**config.mk**
```make
export PLATFORM = sky130hd
export DESIGN_NAME = cordic_share_arbiter
export DESIGN_NICKNAME = d
export VERILOG_FILES = /design/src/rtl/cordic_share_arbiter.sv
export SDC_FILE = /design/constraint.sdc
export NUM_CORES = 1
export LEC_CHECK = 0
export BUFFER_PORTS_ARGS = -buffer_cell sky130_fd_sc_hd__buf_2
export CAP_MARGIN = 20
export CORE_MARGIN = 2
export CORE_UTILIZATION = 38
export DETAILED_ROUTE_END_ITERATION = 10
export GPL_TIMING_DRIVEN = 0
export PLACE_DENSITY = 0.76
export SYNTH_ARGS = -nofsm -noshare
export SYNTH_HDL_FRONTEND = slang
export SYNTH_SLANG_ARGS = --single-unit
export TNS_END_PERCENT = 50
```
**constraint.sdc**
```tcl
create_clock -name clk -period 1.9 [get_ports clk]
set_input_delay 0.285 -clock clk [delete_from_list [all_inputs] [get_ports clk]]
set_output_delay 0.285 -clock clk [all_outputs]
set_load 0.05 [all_outputs]
```
**src/rtl/cordic_share_arbiter.sv**
```systemverilog
// Round-robin share of one CORDIC core among N_REQ sin/cos requesters.
// Build option: CORDIC_ARB_WATCHDOG_EN adds a WAIT-state abort watchdog.
//
// Ports:
//   clk, reset                 clock, synchronous active-high reset
//   req / req_operation        per-requester request level and op (1=sin)
//   req_data                   angles, slot i = req_data[i*W +: W]
//   done / result / grant_idx  per-requester result handshake
//   busy                       transaction in progress
//   beg_FSM_CORDIC, operation,
//   data_in, ready_CORDIC,
//   data_out, ACK_FSM_CORDIC   core-side handshake
//   err_timeout                watchdog abort flag (0 without the option)
module cordic_share_arbiter #(
  parameter int N_REQ       = 4,
  parameter int W           = 32,
  parameter int TIMEOUT_CYC = 255,
  localparam int GW         = $clog2(N_REQ)
) (
  input  logic             clk,
  input  logic             reset,
  input  logic [N_REQ-1:0] req,
  input  logic [N_REQ-1:0] req_operation,
  input  logic [N_REQ*W-1:0] req_data,
  output logic [N_REQ-1:0] done,
  output logic [W-1:0]     result,
  output logic [GW-1:0]    grant_idx,
  output logic             busy,
  output logic             beg_FSM_CORDIC,
  output logic             operation,
  output logic [W-1:0]     data_in,
  input  logic             ready_CORDIC,
  input  logic [W-1:0]     data_out,
  output logic             ACK_FSM_CORDIC,
  output logic             err_timeout
);

  typedef enum logic [2:0] {
    S_IDLE    = 3'd0,
    S_ISSUE   = 3'd1,
    S_WAIT    = 3'd2,
    S_ACK     = 3'd3,
    S_DELIVER = 3'd4
  } state_t;

  state_t          state;
  state_t          state_nx;
  logic [GW-1:0]   rr_ptr;
  logic [GW-1:0]   pick;
  logic            found;
  logic            wd_hit;
  logic            grant_rel;

  // Round-robin search starting at rr_ptr.
  always_comb begin
    int j;
    logic [GW-1:0] idx;
    j     = 0;
    idx   = '0;
    pick  = '0;
    found = 1'b0;
    for (int k = 0; k < N_REQ; k++) begin
      j = int'(rr_ptr) + k;
      if (j >= N_REQ) j = j - N_REQ;
      idx = GW'(j);
      if (!found && req[idx]) begin
        found = 1'b1;
        pick  = idx;
      end
    end
  end

  assign grant_rel = !req[grant_idx];

`ifdef CORDIC_ARB_WATCHDOG_EN
  logic [7:0] wd_cnt;
  logic       err_q;

  // wd_cnt counts completed WAIT cycles; abort on the
  // TIMEOUT_CYC-th cycle that still lacks ready.
  assign wd_hit = (state == S_WAIT) && !ready_CORDIC &&
                  (wd_cnt == 8'(TIMEOUT_CYC - 1));
  assign err_timeout = err_q;

  always_ff @(posedge clk) begin
    if (reset) begin
      wd_cnt <= '0;
      err_q  <= 1'b0;
    end else begin
      if (state == S_WAIT) wd_cnt <= wd_cnt + 8'd1;
      else                 wd_cnt <= '0;
      if (state == S_IDLE && found) err_q <= 1'b0;
      else if (wd_hit)              err_q <= 1'b1;
    end
  end
`else
  logic [7:0] unused_timeout;
  assign unused_timeout = 8'(TIMEOUT_CYC);
  assign wd_hit      = 1'b0;
  assign err_timeout = 1'b0;
`endif

  always_ff @(posedge clk) begin
    if (reset) state <= S_IDLE;
    else       state <= state_nx;
  end

  always_comb begin
    state_nx = S_IDLE;
    case (state)
      S_IDLE:    state_nx = found ? S_ISSUE : S_IDLE;
      S_ISSUE:   state_nx = S_WAIT;
      S_WAIT: begin
        if (ready_CORDIC || wd_hit) state_nx = S_ACK;
        else                        state_nx = S_WAIT;
      end
      S_ACK:     state_nx = S_DELIVER;
      S_DELIVER: state_nx = grant_rel ? S_IDLE : S_DELIVER;
      default:   state_nx = S_IDLE;
    endcase
  end

  // Latched transaction context and captured result.
  always_ff @(posedge clk) begin
    if (reset) begin
      rr_ptr    <= '0;
      grant_idx <= '0;
      operation <= 1'b0;
      data_in   <= '0;
      result    <= '0;
    end else begin
      case (state)
        S_IDLE: begin
          if (found) begin
            grant_idx <= pick;
            operation <= req_operation[pick];
            data_in   <= req_data[int'(pick)*W +: W];
          end
        end
        S_WAIT: begin
          if (ready_CORDIC) result <= data_out;
          else if (wd_hit)  result <= '0;
        end
        S_DELIVER: begin
          if (grant_rel) begin
            if (grant_idx == GW'(N_REQ - 1)) rr_ptr <= '0;
            else rr_ptr <= grant_idx + GW'(1);
          end
        end
        default: ;
      endcase
    end
  end

  assign busy           = (state != S_IDLE);
  assign beg_FSM_CORDIC = (state == S_ISSUE);
  assign ACK_FSM_CORDIC = (state == S_ACK);

  always_comb begin
    done = '0;
    if (state == S_DELIVER) done[grant_idx] = 1'b1;
  end

endmodule

```
# [Word level (Yosys, flattened, before mapping)]
# Cells that the tools add are included.
[totals] rom_bits=0 word_cells=76 ram_bits=0 reg_bits=72 in_bits=171 out_inout_bits=75 n_memories=0 latchBits=0
[op_classes] n_shift=1 order_cmp=11 eq_ne=5 n_addsub=8 div=0 n_bitwise=1 n_mux=32 n_mul=0 reduce_logical=12
[op_table] op="128-bit by 8-bit indexed part select with 32-bit output" count=1
[op_table] op="2-bit by 3-bit less-than comparator with 1-bit output, second input constant" count=6
[op_table] op="2-bit two-way mux" count=9
[op_table] op="3-bit one-hot mux with 5 select lines" count=1
[op_table] op="1-bit two-way mux" count=13
[op_table] op="1-bit binary-select mux with 2-bit select" count=6
[op_table] op="3-bit greater-or-equal comparator, second input constant" count=3
[op_table] op="2-bit by 1-bit subtractor with 2-bit output, second input constant" count=4
[op_table] op="2-bit by 2-bit adder with 3-bit output, second input constant" count=2
[op_table] op="3-bit by 2-bit == test with 1-bit output, second input constant" count=2
[op_table] op="2-bit AND reduction" count=3
[op_table] op="1-bit logical AND" count=4
[op_table] op="4-bit two-way mux" count=1
[op_table] op="2-bit by 1-bit adder with 3-bit output, second input constant" count=1
[op_table] op="3-bit by 1-bit == test with 1-bit output, second input constant" count=1
[op_table] op="3-bit == test, second input constant" count=1
[op_table] op="2-bit by 3-bit greater-or-equal comparator with 1-bit output, second input constant" count=1
[op_table] op="1-bit zero test" count=3
[op_table] op="3-bit zero test" count=1
[op_table] op="3-bit two-way mux" count=1
[op_table] op="3-bit nonzero test" count=1
[op_table] op="2-bit by 1-bit adder with 2-bit output, second input constant" count=1
[op_table] op="1-bit demux with 2-bit select" count=1
[op_table] op="2-bit == test, second input constant" count=1
[op_table] op="2 further kinds" count=2

# [Depth between registers and ports, before layout]
# Gate-level depths: netlist (run 1).
[logic_depth] word_depth=16 ltp_mapped=8

# [Worst setup path after synthesis (run 1)]
# Ideal clock, no wire load.
[synth_path] path_type="flip-flop to flip-flop" from="register state[1]" to="register data_in[19]" stages_incl_launch_ff=9 period_less_slack_ps=1976 path_slack_ps=-76 required_time_ps=1767 n_path_buf=3 setup_ps=133 arrival_time_ps=1842 cell_sequence="dfxtp_1 buf_6 or3_4 or2_1 a21o_1 buf_6 buf_2 a211oi_1 nor4_1"
[synth_via] elab_chain_cells=2
[synth_rtl] item="start: declaration" line="46" text="state_t state;"
[synth_rtl] item="start signal: assignment" line="105" text="else state <= state_nx;"
[synth_rtl] item="3-bit zero test" line="132" text="case (state)"
[synth_rtl] item="2-bit AND reduction (no line)"
[synth_rtl] item="end signal: assignment" line="137" text="data_in <= req_data[int'(pick)*W +: W];"
[synth_rtl] item="end: declaration" line="31" text="output logic [W-1:0] data_in,"
# No other way between the ends.
# A chain may end at the register's enable or synchronous reset.

# [Worst setup path in the final report (run 1)]
[layout_path] from="register state[1]" to="register data_in[20]"
# Same word-level chain as after synthesis.

==> flow_summary.toml, run 1 <==
[synth]
synth_common_cells = "72 x dfxtp_1, 68 x nand2_1, 42 x a21oi_1, 42 x and3_1, 39 x a211oi_1"
yosysSeqAreaShare_pct = 38.4
yosys-top-cells-area = "dfxtp_1 38%, a211oi_1 7.8%, and3_1 7.0%"
synth.most_common_cell = "dfxtp_1"
syn_avg_cell_area_um2 = 7.99
synth_edf_count = 0
async_reset_ff_share_pct = 0
yosysWarnings = 0
synth.distinct_cells = 41
synth_seq_cells = 72
synth_area_leader_cell = "dfxtp_1"
synth_top_area_share_pct = 38.4
synthCells = 470
synth-main-ff-cell = "dfxtp_1"
syn-num-nets = 645
syn_area_mm2 = 0.00376

[route]
drtIter0Drc = 163
vias = 4559
via_per_inst = 5.22
ant_nets = 0
wl_um = 14600
drc_errors = 0
first_pass_iters = 5
post_drt_wl_per_cell_um = 16.7

[sta]
finalCritPeriodShare_pct = 105
fin_setup_tns_ns = -0.318
grt_setup_unrepaired = "true"
max_freq_mhz = 503
setup_viol = 7
worst_pin_slew_ns = 0.597
slew_headroom_pct = 60.2
slew_viol_final = 0
worst_clock_skew_ns = 0.0122
timing.final.ws_setup_ns = -0.0896
layout_min_cycle_time_ns = 1.99
hold_viol = 0

[floorplanning]
start_util_pct = 38.8
core_mm2 = 0.00968
core.rowCount = 36
die_y_um = 103
io_pins = 246
die_x_um = 103
die_area_mm2 = 0.0107

[layout]
nFillCells = 895
antenna_cells = 0
final_layout_size_suffix_gt1_share_pct = 48.4
area_growth_pct = 55.2
finalInstanceArea_mm2 = 0.00583
finish.utilization_pct = 60.2
nets = 910

[setup_path]
startpoint_type = "register"
cp.required_ns = 2.11
critPathCaptureType = "register"
crit_type = "register to register"
arrival_ns = 2.20
crit_fanout = 6

[clock_tree]
cts_tree = "yes"
numCtsBuffers = 9
cts-root-buf = "clkbuf_8"
ctsHtreeMaxLevel = 3
cts.clk_slew.worst_paths_ns = 0.09
clkSinkCount = 72
clock_latency_ns = 0.34
postCtsHoldBufs = 0
ctsLongestPathBuffers = 2

[global_route]
grt_max_degree = 15
grt_usage_pct = 25.2
grt_pass1_vias = 4218
grt-ovfl-total = 0
antenna_found_initial = 0
grt_pass1_wl_um = 20700

[status]
status = "finished, violations left"
violations = "negative setup slack"

[placed_design]
hpwl_um = 11000
preCtsSetupSlack_ns = -0.352
numPortBuffers = 244
gp_congestion = 0.926
placed_area_mm2 = 0.00521

[min_path]
min_path_type = "primary input to register"

[power_and_ir_drop]
power_mw = 6.85
vdd_drop_max_uv = 633
power_density_mw_per_mm2 = 1180
p_leak_nw = 2.78

[run]
cap_violations = 0
==> kinds of logic after synthesis <==
group,after synthesis,synth area share (%)
flops,72,38.4
mux,17,5.10
compound gates,125,21.8
other cells,1,0.0998
fa+ha+maj,4,1.33
xor+xnor,1,0.233
simple gates,200,26.9
buf+inv,50,6.16
==> registers in the layout, indices dropped and copies added (netlist names) <==
signal / flops
operation: 1
grant_idx: 2
rr_ptr: 2
data_in: 32
state: 3
result: 32
==> metrics by stage <==
step | cells | hold slack (ns)
after global placement | 847 | 0.440
final | 873 | 0.169
after detailed placement | 847 | 0.444
after CTS | 863 | 0.155
after floorplan | 470 | 0.421
after global routing | 873 | 0.160
==> final cells by class <==
class / count / area (µm²) / share of cell area, %
Multi-Input combinational cell: 348 / 2350 / 40.3
Sequential cell: 72 / 1450 / 24.9
Timing Repair Buffer: 255 / 1350 / 23.1
Buffer: 46 / 304 / 5.21
Tap cell: 133 / 166 / 2.85
Clock buffer: 9 / 124 / 2.12
Clock inverter: 7 / 77.6 / 1.33
Inverter: 3 / 11.3 / 0.193
==> per-layer routing <==
| layer | share of wire [%] | GRT usage, % | vias to the layer above | wire length, µm |
|---|---|---|---|---|
| met5 | 0 | 0 | - | 0 |
| met4 | 2.9 | 11.0 | 0 | 422 |
| met3 | 5.9 | 4.44 | 36 | 862 |
| met2 | 49 | 42.3 | 171 | 7160 |
| met1 | 42 | 31.7 | 2106 | 6140 |
| li1 | - | - | 2246 | - |
==> layout by cell type, fill, tap and decap left out, drive strengths merged, types with 4 or more instances in the layout <==
master / n
a211o: 7
clkbuf: 43
o211ai: 6
nor2: 30
a21oi: 42
mux2: 7
o21ai: 15
a21o: 4
nand3: 17
a211oi: 39
nor4: 20
and3: 42
buf: 267
a221o: 7
inv: 5
dfxtp: 72
nand2: 69
nand3b: 6
ha: 4
nor3: 4
mux2i: 9
==> path summary, 6_finish.rpt <==
kind                  to  slack (ns)  cells after the start    startpoint
max          data_in[20]       -0.09                      8      state[1]
min           result[12]        0.17                      3  data_out[12]
max reg2reg  data_in[20]       -0.09                      8      state[1]
min reg2reg    result[5]        0.45                      2     result[5]
==> power by group <==
part           leakage (nW)  switching (mW)  total (mW)  internal (mW)
sequential            0.592           0.195        2.03           1.84
combinational          2.09            2.37        3.56           1.19
clock                 0.100           0.647        1.27          0.619
==> worst max-delay path, stage by stage (launching register included) <==
cell and delay, ns:
dfxtp_4 0.36, or3_4 0.40, or2_1 0.25, a21o_1 0.17, buf_8 0.14, buf_6 0.13
clkbuf_16 0.15, a211oi_2 0.17, nor4_1 0.08
==> what timing repair did <==
| item | CTS | global route |
|---|---|---|
| gates cloned | 0 | 2 |
| resized for setup | 34 | 69 |
| pin swaps | 6 | 21 |
| setup buffers | 0 | 9 |
| endpoints found under the setup margin | 33 | 38 |
(Power assumes the default switching activity.)
==> inputs of run 2 (changes only) <==
--- a/config.mk
+++ b/config.mk
@@ -5,10 +5,11 @@
 export SDC_FILE = /design/constraint.sdc
 export NUM_CORES = 1
 export LEC_CHECK = 0
+export ABC_AREA = 1
 export BUFFER_PORTS_ARGS = -buffer_cell sky130_fd_sc_hd__buf_2
 export CAP_MARGIN = 20
 export CORE_MARGIN = 2
-export CORE_UTILIZATION = 38
+export CORE_UTILIZATION = 40
 export DETAILED_ROUTE_END_ITERATION = 10
 export GPL_TIMING_DRIVEN = 0
 export PLACE_DENSITY = 0.76
==> flow_summary.toml, run 2 <==
[sta]
grt_setup_unrepaired = "true"
timing.final.ws_setup_ns = -0.0375
layout_min_cycle_time_ns = 1.94
fin_setup_tns_ns = -0.246
setup_viol = 14
slew_headroom_pct = 60.2
hold_viol = 0
worst_clock_skew_ns = 0.0116
finalCritPeriodShare_pct = 102
worst_pin_slew_ns = 0.598
slew_viol_final = 0
max_freq_mhz = 516

[setup_path]
crit_type = "register to register"
cp.required_ns = 2.14
r2r_start = "rr_ptr[0]"
arrival_ns = 2.17
crit_start = "rr_ptr[0]"
reg2reg_depth = 15
crit_fanout = 10
critPathCaptureType = "register"
reg2reg_slack_ns = -0.04
crit_end = "operation"
r2r-end = "operation"
startpoint_type = "register"

[synth]
syn-num-nets = 901
synth_top_area_share_pct = 32.9
synth_seq_cells = 72
synth-main-ff-cell = "dfxtp_1"
synthCells = 726
syn_area_mm2 = 0.00439
synth.distinct_cells = 28
synth.most_common_cell = "nor2_1"
yosysSeqAreaShare_pct = 32.9
synth_area_leader_cell = "dfxtp_1"
yosysWarnings = 0
async_reset_ff_share_pct = 0
synth_edf_count = 0
yosys-top-cells-area = "dfxtp_1 33%, nor2_1 14%, nand2_1 13%"
synth_common_cells = "166 x nor2_1, 157 x nand2_1, 98 x inv_1, 72 x dfxtp_1, 55 x o21ai_0"
syn_avg_cell_area_um2 = 6.04

[clock_tree]
ctsLongestPathBuffers = 2
clock_latency_ns = 0.35
ctsHtreeMaxLevel = 3
cts-root-buf = "clkbuf_8"
clkSinkCount = 72
cts_tree = "yes"
postCtsHoldBufs = 0
numCtsBuffers = 9
cts.clk_slew.worst_paths_ns = 0.09

[global_route]
use_met2_pct = 45.7
grtUsageMet1_pct = 28.9
antenna_found_initial = 1
grt-ovfl-total = 0
grt_pass1_vias = 4681
grt_pass1_wl_um = 22700
grtUsageMet3_pct = 5.92
busiest_layer = "met2"
grt_usage_pct = 24.8
grt_max_degree = 14

[power_and_ir_drop]
p_leak_nw = 3.61
vdd_drop_max_uv = 632
power_density_mw_per_mm2 = 962

[route]
vias = 5355
first_pass_iters = 5
ant_nets = 0
drc_errors = 0
drtIter0Drc = 240
wl_um = 15400
via_per_inst = 4.70
post_drt_wl_per_cell_um = 13.5

[floorplanning]
die_x_um = 109
io_pins = 246
die_area_mm2 = 0.0118
core.rowCount = 38
core_mm2 = 0.0107
die_y_um = 109
start_util_pct = 40.8

[layout]
nets = 1170
antenna_cells = 0
mostFrequentLayoutCells = "248 x buf_2, 165 x nor2_1, 149 x nand2_1"
largestRegisters = "data_in: 32 flops, result: 32 flops, state: 3 flops"
final_common_cell = "buf_2"
final_layout_size_suffix_gt1_share_pct = 34.3
area_growth_pct = 42.8

[placed_design]
preCtsSetupSlack_ns = -0.189
gp_congestion = 0.868
numPortBuffers = 244
hpwl_um = 11700

[status]
status = "finished, violations left"
violations = "negative setup slack"

[min_path]
hold_start = "data_out[18]"
min_path_type = "primary input to register"

[run]
cap_violations = 0
-- run 2: changes by cell type after synthesis, moves of 28 or more --
cell | before | now
a211oi_1 | 39 | 2
a21oi_1 | 42 | 7
and3_1 | 42 | 0
inv_1 | 3 | 98
nand2_1 | 68 | 157
nand4_1 | 0 | 28
nor2_1 | 29 | 166
o21ai_0 | 15 | 55
o21ai_1 | 0 | 38
-- run 2: critical path: stages (launching register included) --
cell and delay [ns]:
dfxtp_2 0.34, buf_6 0.13, inv_8 0.08, nand2_2 0.07, nand3_2 0.07, nand2_2 0.08
nor2_4 0.16, nand3_4 0.13, nand3_4 0.16, buf_12 0.16, clkbuf_16 0.14, nand2_1 0.05
nand3_1 0.07, nand3_1 0.08, nand2_1 0.06, inv_1 0.04
-- run 2: per-stage QoR --
step / hold WS (ns) / instance area [µm²] / total power, mW / cells / util [%]
after floorplan: 0.452 / 4390 / 3.92 / 726 / -
after global placement: 0.456 / 5780 / 4.66 / 1110 / 53.8
after detailed placement: 0.466 / 5780 / 4.69 / 1110 / 53.8
after CTS: 0.165 / 6130 / 6.03 / 1137 / 57.0
after global routing: 0.175 / 6260 / 6.43 / 1139 / 58.3
final: 0.178 / 6260 / 6.02 / 1139 / 58.3
-- run 2: cell families after synthesis --
| kind of cell | synth area share (%) |
|---|---|
| other | 0.0855 |
| adder cells (fa/ha/maj) | 1.14 |
| AO/OA/AOI/OAI | 11.9 |
| buffers and inverters | 15.1 |
| flip-flops | 32.9 |
| AND/OR/NAND/NOR | 38.9 |
-- run 2: worst min-delay path by stage --
stage                       endpoint  slack (ns)  cells after the start
after floorplan           result[28]        0.45                      2
after global placement    result[17]        0.46                      2
after detailed placement  result[27]        0.47                      2
after CTS                 result[18]        0.17                      3
after global routing      result[30]        0.17                      3
final                     result[18]        0.18                      3
-- run 2: area by class of cell --
class | count | area [µm²]
Clock inverter | 6 | 68.8
Timing Repair Buffer | 258 | 1360
Tap cell | 140 | 175
Sequential cell | 72 | 1450
Buffer | 42 | 329
Fill cell | 1153 | 4480
Clock buffer | 9 | 124
Multi-Input combinational cell | 507 | 2350
Inverter | 105 | 407
-- run 2: per-layer routing --
layer	part of all wire, %	wire [µm]	vias to the layer above
met4	0.82	126	2
li1	-	-	2788
met1	40	6200	2346
met3	8.4	1290	10
met2	50	7730	209
met5	0.10	16	-
-- run 2: where the power goes --
part           leakage, nW  switching [mW]  internal, mW  total [mW]
sequential           0.592           0.141          1.76        1.90
combinational         2.92            2.00         0.886        2.88
clock               0.0957           0.638         0.607        1.24
total                 3.61            2.78          3.25        6.02
-- run 2: what timing repair did --
item                       in CTS  in global routing
setup endpoints to repair      34                 38
setup buffers                  11                  1
pin swaps                       4                  8
gates resized for setup        21                 32
cloned                          1                  1
